==> src/rtl/ram_arbiter_pkg.sv <==
// ram_arbiter_pkg: shared FSM states and port/size constants for the RAM arbiter.
package ram_arbiter_pkg;
  typedef enum logic [1:0] {IDLE, BYTE0, BYTE1, RESP} state_t;
  localparam logic PORT_IFETCH = 1'b0;
  localparam logic PORT_LSU    = 1'b1;
  localparam logic SIZE_BYTE   = 1'b0;
  localparam logic SIZE_HALF   = 1'b1;
endpackage

==> src/rtl/rr_arbiter2.sv <==
// rr_arbiter2: two-requester round-robin grant; the tie goes to the port not granted last.
module rr_arbiter2
  import ram_arbiter_pkg::*;
(
  input  logic       clk,
  input  logic       rst,
  input  logic [1:0] req,
  input  logic       accept,
  output logic       grant
);
  logic last_grant;
  always_comb grant = (req[0] && req[1]) ? ~last_grant : req[1];
  always_ff @(posedge clk or posedge rst)
    if (rst) last_grant <= PORT_LSU;
    else if (accept) last_grant <= grant;
endmodule

==> src/rtl/ram_arbiter.sv <==
// ram_arbiter: splits byte/halfword requests from two ports into single-byte RAM accesses.
module ram_arbiter
  import ram_arbiter_pkg::*;
#(
  parameter int ADDR_W = 8,
  parameter int DATA_W = 8
) (
  input  logic                clk,
  input  logic                rst,
  input  logic                m0_req_valid,
  output logic                m0_req_ready,
  input  logic [ADDR_W-1:0]   m0_addr,
  input  logic [2*DATA_W-1:0] m0_wdata,
  input  logic                m0_we,
  input  logic                m0_wide,
  output logic                m0_rsp_valid,
  output logic [2*DATA_W-1:0] m0_rdata,
  input  logic                m1_req_valid,
  output logic                m1_req_ready,
  input  logic [ADDR_W-1:0]   m1_addr,
  input  logic [2*DATA_W-1:0] m1_wdata,
  input  logic                m1_we,
  input  logic                m1_wide,
  output logic                m1_rsp_valid,
  output logic [2*DATA_W-1:0] m1_rdata,
  output logic                ram_en,
  output logic [ADDR_W-1:0]   ram_addr,
  output logic [DATA_W-1:0]   ram_wdata,
  output logic                ram_r_w,
  input  logic [DATA_W-1:0]   ram_rdata
);
  state_t state, state_nxt;
  logic grant, accept, idle, rd_done;
  logic req_port, req_we, req_wide;
  logic [ADDR_W-1:0] req_addr;
  logic [2*DATA_W-1:0] req_wdata, resp_data, rd0, rd1;
  logic [DATA_W-1:0] lo_byte;

  rr_arbiter2 u_arb (
    .clk(clk),
    .rst(rst),
    .req({m1_req_valid, m0_req_valid}),
    .accept(accept),
    .grant(grant)
  );

  always_comb begin
    idle = state == IDLE;
    accept = idle && (m0_req_valid || m1_req_valid);
    m0_req_ready = idle && m0_req_valid && grant == PORT_IFETCH;
    m1_req_ready = idle && m1_req_valid && grant == PORT_LSU;
    ram_en = state == BYTE0 || state == BYTE1;
    ram_addr = req_addr + ADDR_W'(state == BYTE1);
    ram_wdata = state == BYTE1 ? req_wdata[2*DATA_W-1:DATA_W] : req_wdata[DATA_W-1:0];
    ram_r_w = req_we;
    m0_rsp_valid = state == RESP && req_port == PORT_IFETCH;
    m1_rsp_valid = state == RESP && req_port == PORT_LSU;
    rd_done = state == RESP && !req_we;
    // the final byte comes straight from the RAM so rdata is valid in the pulse cycle
    resp_data = req_wide == SIZE_HALF ? {ram_rdata, lo_byte} : {{DATA_W{1'b0}}, ram_rdata};
    m0_rdata = (rd_done && req_port == PORT_IFETCH) ? resp_data : rd0;
    m1_rdata = (rd_done && req_port == PORT_LSU) ? resp_data : rd1;
  end

  always_comb begin
    state_nxt = state;
    unique case (state)
      IDLE:  state_nxt = accept ? BYTE0 : IDLE;
      BYTE0: state_nxt = req_wide == SIZE_HALF ? BYTE1 : RESP;
      BYTE1: state_nxt = RESP;
      RESP:  state_nxt = IDLE;
    endcase
  end

  always_ff @(posedge clk or posedge rst)
    if (rst) begin
      state <= IDLE;
      req_port <= PORT_IFETCH;
      req_addr <= '0;
      req_wdata <= '0;
      req_we <= 1'b0;
      req_wide <= SIZE_BYTE;
      lo_byte <= '0;
      rd0 <= '0;
      rd1 <= '0;
    end else begin
      state <= state_nxt;
      if (accept) begin
        req_port <= grant;
        req_addr <= grant ? m1_addr : m0_addr;
        req_wdata <= grant ? m1_wdata : m0_wdata;
        req_we <= grant ? m1_we : m0_we;
        req_wide <= grant ? m1_wide : m0_wide;
      end
      if (state == BYTE1) lo_byte <= ram_rdata;
      if (rd_done && req_port == PORT_IFETCH) rd0 <= resp_data;
      if (rd_done && req_port == PORT_LSU) rd1 <= resp_data;
    end
endmodule

==> config.mk <==
export PLATFORM = sky130hd
export DESIGN_NAME = ram_arbiter
export DESIGN_NICKNAME = d
export VERILOG_FILES = /design/src/rtl/ram_arbiter_pkg.sv /design/src/rtl/rr_arbiter2.sv /design/src/rtl/ram_arbiter.sv
export SDC_FILE = /design/constraint.sdc
export NUM_CORES = 1
export LEC_CHECK = 0
export ABC_AREA = 1
export CAP_MARGIN = 20
export CORE_ASPECT_RATIO = 1.25
export CORE_UTILIZATION = 50
export CTS_CLUSTER_SIZE = 24
export DETAILED_ROUTE_END_ITERATION = 7
export PLACE_DENSITY = 0.9
export SETUP_SLACK_MARGIN = 0.3
export SYNTH_ARGS = -nofsm -noshare
export SYNTH_HDL_FRONTEND = slang
export SYNTH_SLANG_ARGS = --single-unit
==> constraint.sdc <==
create_clock -name clk -period 5.2 [get_ports clk]
set_clock_uncertainty 0.1 [all_clocks]
set_input_delay 0.52 -clock clk [delete_from_list [all_inputs] [get_ports clk]]
set_output_delay 0.52 -clock clk [all_outputs]
set_load 0.01 [all_outputs]
==> results of run 1 <==
-- worst min-delay path, cell delays in order, from the launching register on --
cell and delay, ns:
dfrtp_1 0.32, nand2_1 0.05, nand2_1 0.07
-- worst max-delay path by stage --
stage                       startpoint                     end  slack (ns)  cells past startpoint
finish              state[0]$_DFF_PP0_             ram_addr[4]        1.42                      8
global route        state[0]$_DFF_PP0_             ram_addr[4]        1.20                      8
CTS                 state[0]$_DFF_PP0_             ram_addr[4]        1.43                      8
detailed placement        m1_req_valid            m1_req_ready        1.79                      4
global placement          m1_req_valid            m1_req_ready        1.88                      4
floorplan                          rst  lo_byte[0]$_DFFE_PP0N_        2.81                      1
-- registers in the layout (all words and copies together), names as in the netlist, 2 cells and up --
| signal | count |
|---|---|
| lo_byte | 8 |
| req_addr | 8 |
| rd0 | 16 |
| req_wdata | 16 |
| state | 2 |
| rd1 | 16 |
-- through the flow --
step	hold slack (ns)	power (mW)	util [%]	area (sq um)	worst slack (ns)
after floorplan	0.344	1.81	-	3690	2.81
after global placement	0.354	2.40	68.1	4810	1.88
after detailed placement	0.364	2.46	68.1	4810	1.79
after CTS	0.382	2.92	70.9	5010	1.43
after global routing	0.394	3.12	70.9	5010	1.20
final	0.379	2.91	70.9	5010	1.42
-- Yosys cell counts --
library cell / number / area share [%]
mux2_2: 8 / 2.4
xor2_1: 2 / 0.47
a21oi_1: 9 / 1.2
dfstp_2: 1 / 0.71
nand3b_1: 2 / 0.41
nand2_4: 3 / 0.91
nand2_2: 7 / 1.2
inv_1: 75 / 7.6
o21ai_1: 2 / 0.27
inv_4: 1 / 0.17
o21ai_2: 8 / 1.9
buf_6: 4 / 1.2
nor2_1: 16 / 1.6
o21ai_0: 17 / 2.3
nand2_1: 167 / 17
nor2_4: 1 / 0.30
dfrtp_1: 69 / 47
buf_4: 4 / 0.81
ha_1: 7 / 2.4
nand3_1: 54 / 7.3
buf_8: 3 / 1.2
inv_2: 1 / 0.10
nand4_1: 1 / 0.17
buf_2: 11 / 1.5
-- kinds of logic (layout without fill, tap and decap cells) --
kind of cell | after synthesis | count (layout) | synth area share (%)
AND/OR/NAND/NOR | 251 | 251 | 28.9
buffers and inverters | 99 | 211 | 12.6
flip-flops | 70 | 70 | 47.5
AO/OA/AOI/OAI | 36 | 36 | 5.69
multiplexers | 8 | 8 | 2.44
adder cells (fa/ha/maj) | 7 | 7 | 2.37
XOR/XNOR | 2 | 2 | 0.475
-- final cells by class --
type / instances / area [sq um] / share of cell area, %
Clock buffer: 12 / 155 / 3.10
Clock inverter: 4 / 45.0 / 0.899
Inverter: 77 / 292 / 5.82
Multi-Input combinational cell: 304 / 1470 / 29.4
Sequential cell: 70 / 1750 / 35.0
Tap cell: 90 / 113 / 2.25
Timing Repair Buffer: 118 / 1180 / 23.5
-- per-layer routing --
layer	up-vias	share of wire [%]	GRT usage [%]
li1	1652	-	-
met1	1598	41	33.5
met2	157	51	42.1
met3	13	6.9	5.79
met4	0	1.2	8.11
met5	-	0	0
-- power breakdown --
part	total, mW	leakage [nW]	internal [mW]	switching, mW
sequential	0.973	0.858	0.808	0.165
combinational	1.49	1.64	0.726	0.767
clock	0.443	0.106	0.245	0.198
==> out/metrics.csv, run 1 <==
metric;value;unit
layout_common_cells;167 x nand2_1, 117 x clkdlybuf4s50_1, 74 x inv_1;
via_per_inst;5.07;
grt_usage;25.6;%
rows;34;
max_slew_margin;30.0;%
cts_tree;yes;
path_class;flop to output port;
cts_resized;0;
dr.pass1.iters;5;
post_cts_buffers;0;
diodes;0;
wirelength;9200;microns
fin_setup_tns;0;ns
rrSetupSlack;3.24;ns
wl_per_cell;13.6;microns
worstPathRequired;4.58;ns
ant_nets;0;
die_w;78.9;microns
dp_hpwl;6700;microns
htree_levels;3;
drc_errors;0;
hp-class;flop to flop;
ys_seq_area_share;47.5;%
crit_path_max_incr_delay;0.83;ns
start_util;52.3;%
cp-start-kind;flop;
syn-cell-area;3690;sq um
hold_depth;2;
synth-seq-cells;70;
crit_top_cell;ha_1;
vias;3420;
drtIter0Drc;189;
gr-total-overflow;0;
cp_slowest_cell;ha_1;
syn2layout_area_growth;35.6;%
rsz0062_at_grt;no;
cts.sinks;70;
worst-endpoint-arrival;3.16;ns
cts_hold_buf;0;
final_max_slew_viol_count;0;
cts_buffers;9;
clk_pin_slew;0.07;ns
design.core.area;7060;sq um
cp_top_family;adder cells;
top_level_ports;118;
ys_types;24;
portBuffers;117;
cp_cell_sequence;inv_1 -> ha_1 -> ha_1 -> ha_1 -> nand2_1 -> nor2_1 -> xor2_1 -> clkdlybuf4s50_1;
status;finished clean;
finalHoldViolCount;0;
whs_endpoint;rd0[0]$_DFF_PP0_;
layout_commonest_cell;nand2_1;
ys.warnings.count;0;
holdCritStartpoint;rd0[0]$_DFF_PP0_;
r2r_end;req_wdata[12]$_DFFE_PP0P_;
endpoint_kind;output port;
drive_above_1_share;8.03;%
setup_viol;0;
max_clock_freq;264;MHz
irDropWorstVdd;0.369;mV
final_nets;651;
worst-r2r-cell-count;7;
worst-path-max-fanout;26;
maxCapViolations;0;
r2r_start;state[0]$_DFF_PP0_;
grt_max_degree;71;
dieArea;7730;sq um
fp.dieH;98.1;microns
place_congestion;0.848;
grt_pass1_wl;15400;microns
powerDensity;581;nW/um^2
antenna_found_initial;0;
syn_inst;473;
layout_min_cycle_time;3.78;ns
nFillCells;535;
grt_pass1_vias;3224;
fin_crit_sh;72.7;%
leakage;2.60;nW
cts-root-buf;clkbuf_8;
worst-path-buf-inv;2;
clockBufferDepth;2;
stdcell_count;675;
placed_cells;659;
worstMarginPinSlew;1.05;ns
insertion_delay;0.35;ns
synth_fp_nets;544;
avgSynthCellArea;7.81;sq um
Note: power is estimated with default switching activity, not from simulation.
==> run 2: changes to the inputs <==
CORE_UTILIZATION = 47   (was 50)
PLACE_DENSITY = 0.85   (was 0.9)
clock period = 3.85 ns   (was 5.2 ns; I/O delays follow)
==> out/metrics.csv, run 2 (same netlist as run 1, synthesis figures left out) <==
metric;value;unit;change
fp.dieH;101;microns;+3.1%
hp-class;flop to flop;;
dr.pass1.iters;4;;-1
worstPathRequired;3.37;ns;-1.21 ns
antenna_found_initial;0;;unchanged
wirelength;8650;microns;-6.0%
wl_per_cell;12.7;microns;-6.5%
cts_hold_buf;0;;unchanged
finalHoldViolCount;0;;unchanged
worst-path-max-fanout;26;;unchanged
cp-start-kind;flop;;
top_level_ports;118;;unchanged
cp_slowest_cell;clkdlybuf4s50_1;;
max_clock_freq;313;MHz;
cts_tree;yes;;
layout_common_cells;167 x nand2_1, 117 x clkdlybuf4s50_1, 74 x inv_1;;
maxCapViolations;0;;unchanged
diodes;0;;unchanged
start_util;49.3;%;-3.0 points
nFillCells;597;;+12%
max_slew_margin;38.9;%;+8.9 points
final_max_slew_viol_count;0;;unchanged
clockBufferDepth;2;;unchanged
place_congestion;0.841;;-0.84%
worstMarginPinSlew;0.915;ns;-0.132 ns
htree_levels;3;;unchanged
worst-endpoint-arrival;2.71;ns;-0.45 ns
grt_pass1_vias;3163;;-1.9%
ant_nets;0;;unchanged
die_w;81.3;microns;+3.1%
final_core_util;67.1;%;-3.8 points
setup_viol;0;;unchanged
rsz0062_at_grt;no;;
fin_setup_tns;0;ns;unchanged
drtIter0Drc;136;;-28%
status;finished clean;;
clk_pin_slew;0.07;ns;about the same
irDropWorstVdd;0.498;mV;+35%
syn2layout_area_growth;36.1;%;
layout_commonest_cell;nand2_1;;
via_per_inst;4.85;;-4.4%
drc_errors;0;;unchanged
final_nets;653;;+0.31%
grt_usage;23.1;%;-2.5 points
endpoint_kind;output port;;
post_cts_buffers;0;;unchanged
gr-total-overflow;0;;unchanged
dp_hpwl;6410;microns;-4.3%
layout_min_cycle_time;3.20;ns;
fin_crit_sh;83.1;%;
insertion_delay;0.35;ns;about the same
powerDensity;776;nW/um^2;+34%
design.core.area;7490;sq um;+6.0%
reg.largest.list;rd0: 16 flops, rd1: 16 flops, req_wdata: 16 flops;;
drive_above_1_share;8.35;%;+0.31 points
vias;3290;;-3.8%
crit_path_max_incr_delay;0.57;ns;-0.26 ns
crit_top_cell;ha_1;;
leakage;2.61;nW;+0.38%
cts.sinks;70;;unchanged
grt_pass1_wl;14300;microns;-7.0%
grt_max_degree;47;;-34%
rows;35;;+2.9%
cts-root-buf;clkbuf_8;;
cts_resized;0;;unchanged
dieArea;8220;sq um;+6.2%
cp_cell_sequence;inv_1 -> ha_1 -> buf_4 -> ha_1 -> ha_1 -> nand2_1 -> nor2_1 -> xor2_1 -> clkdlybuf4s50_1;;
path_class;flop to output port;;
cts_buffers;9;;unchanged
portBuffers;117;;unchanged
run 2: changes by cell type in the layout (fill, tap and decap cells not counted):
cell,previous run,this run
buf_4,1,3
run 2: final timing paths:
path,start,depth (start not counted),slack (ns),end
worst max-delay path,state[0]$_DFF_PP0_,9,0.65,ram_addr[4]
max in group asynchronous,rst,3,2.33,req_addr[7]$_DFFE_PP0P_
worst max register to register,state[0]$_DFF_PP0_,7,1.98,req_wdata[8]$_DFFE_PP0P_
min in group asynchronous,rst,2,0.45,rd1[15]$_DFF_PP0_
worst min-delay path,req_wdata[13]$_DFFE_PP0P_,2,0.37,req_wdata[13]$_DFFE_PP0P_
worst min register to register,req_wdata[13]$_DFFE_PP0P_,2,0.37,req_wdata[13]$_DFFE_PP0P_
run 2: routing by layer:
| layer | wire [microns] | track usage [%] | vias to the layer above |
|---|---|---|---|
| li1 | - | - | 1660 |
| met1 | 3630 | 27.9 | 1484 |
| met2 | 4310 | 38.8 | 130 |
| met3 | 505 | 4.71 | 16 |
| met4 | 206 | 10.7 | 0 |
| met5 | 0 | 0 | - |
run 2: layout make-up:
type	instances	area [sq um]	area share, %
clock buffer	12	155	3.09
clock inverter	4	45.0	0.896
inverter	77	292	5.80
multi-input combinational	304	1470	29.3
sequential	70	1750	34.9
tap	92	115	2.29
timing repair buffer	120	1190	23.7
run 2: stage by stage:
stage / std cells / instance area, sq um / power, mW / setup slack (ns) / hold WS, ns
after global placement: 663 / 4830 / 3.26 / 1.14 / 0.354
after CTS: 679 / 5030 / 3.93 / 0.663 / 0.376
after floorplan: 473 / 3690 / 2.45 / 1.60 / 0.344
after detailed placement: 663 / 4830 / 3.32 / 1.08 / 0.358
after global routing: 679 / 5030 / 4.20 / 0.504 / 0.398
final: 679 / 5030 / 3.90 / 0.652 / 0.374
run 2: power breakdown:
part           internal, mW  switching [mW]
Clock                 0.331           0.262
Sequential             1.09           0.217
Combinational         0.983            1.02
Total                  2.41            1.50
run 2: critical path, delay by kind of cell, from the launching register on:
family,cells,cell delay (ns)
buffers and inverters,3,0.97
adders and majority gates,3,0.61
DFF,1,0.40
and+or+nand+nor,2,0.20
xor gates and xnor gates,1,0.19
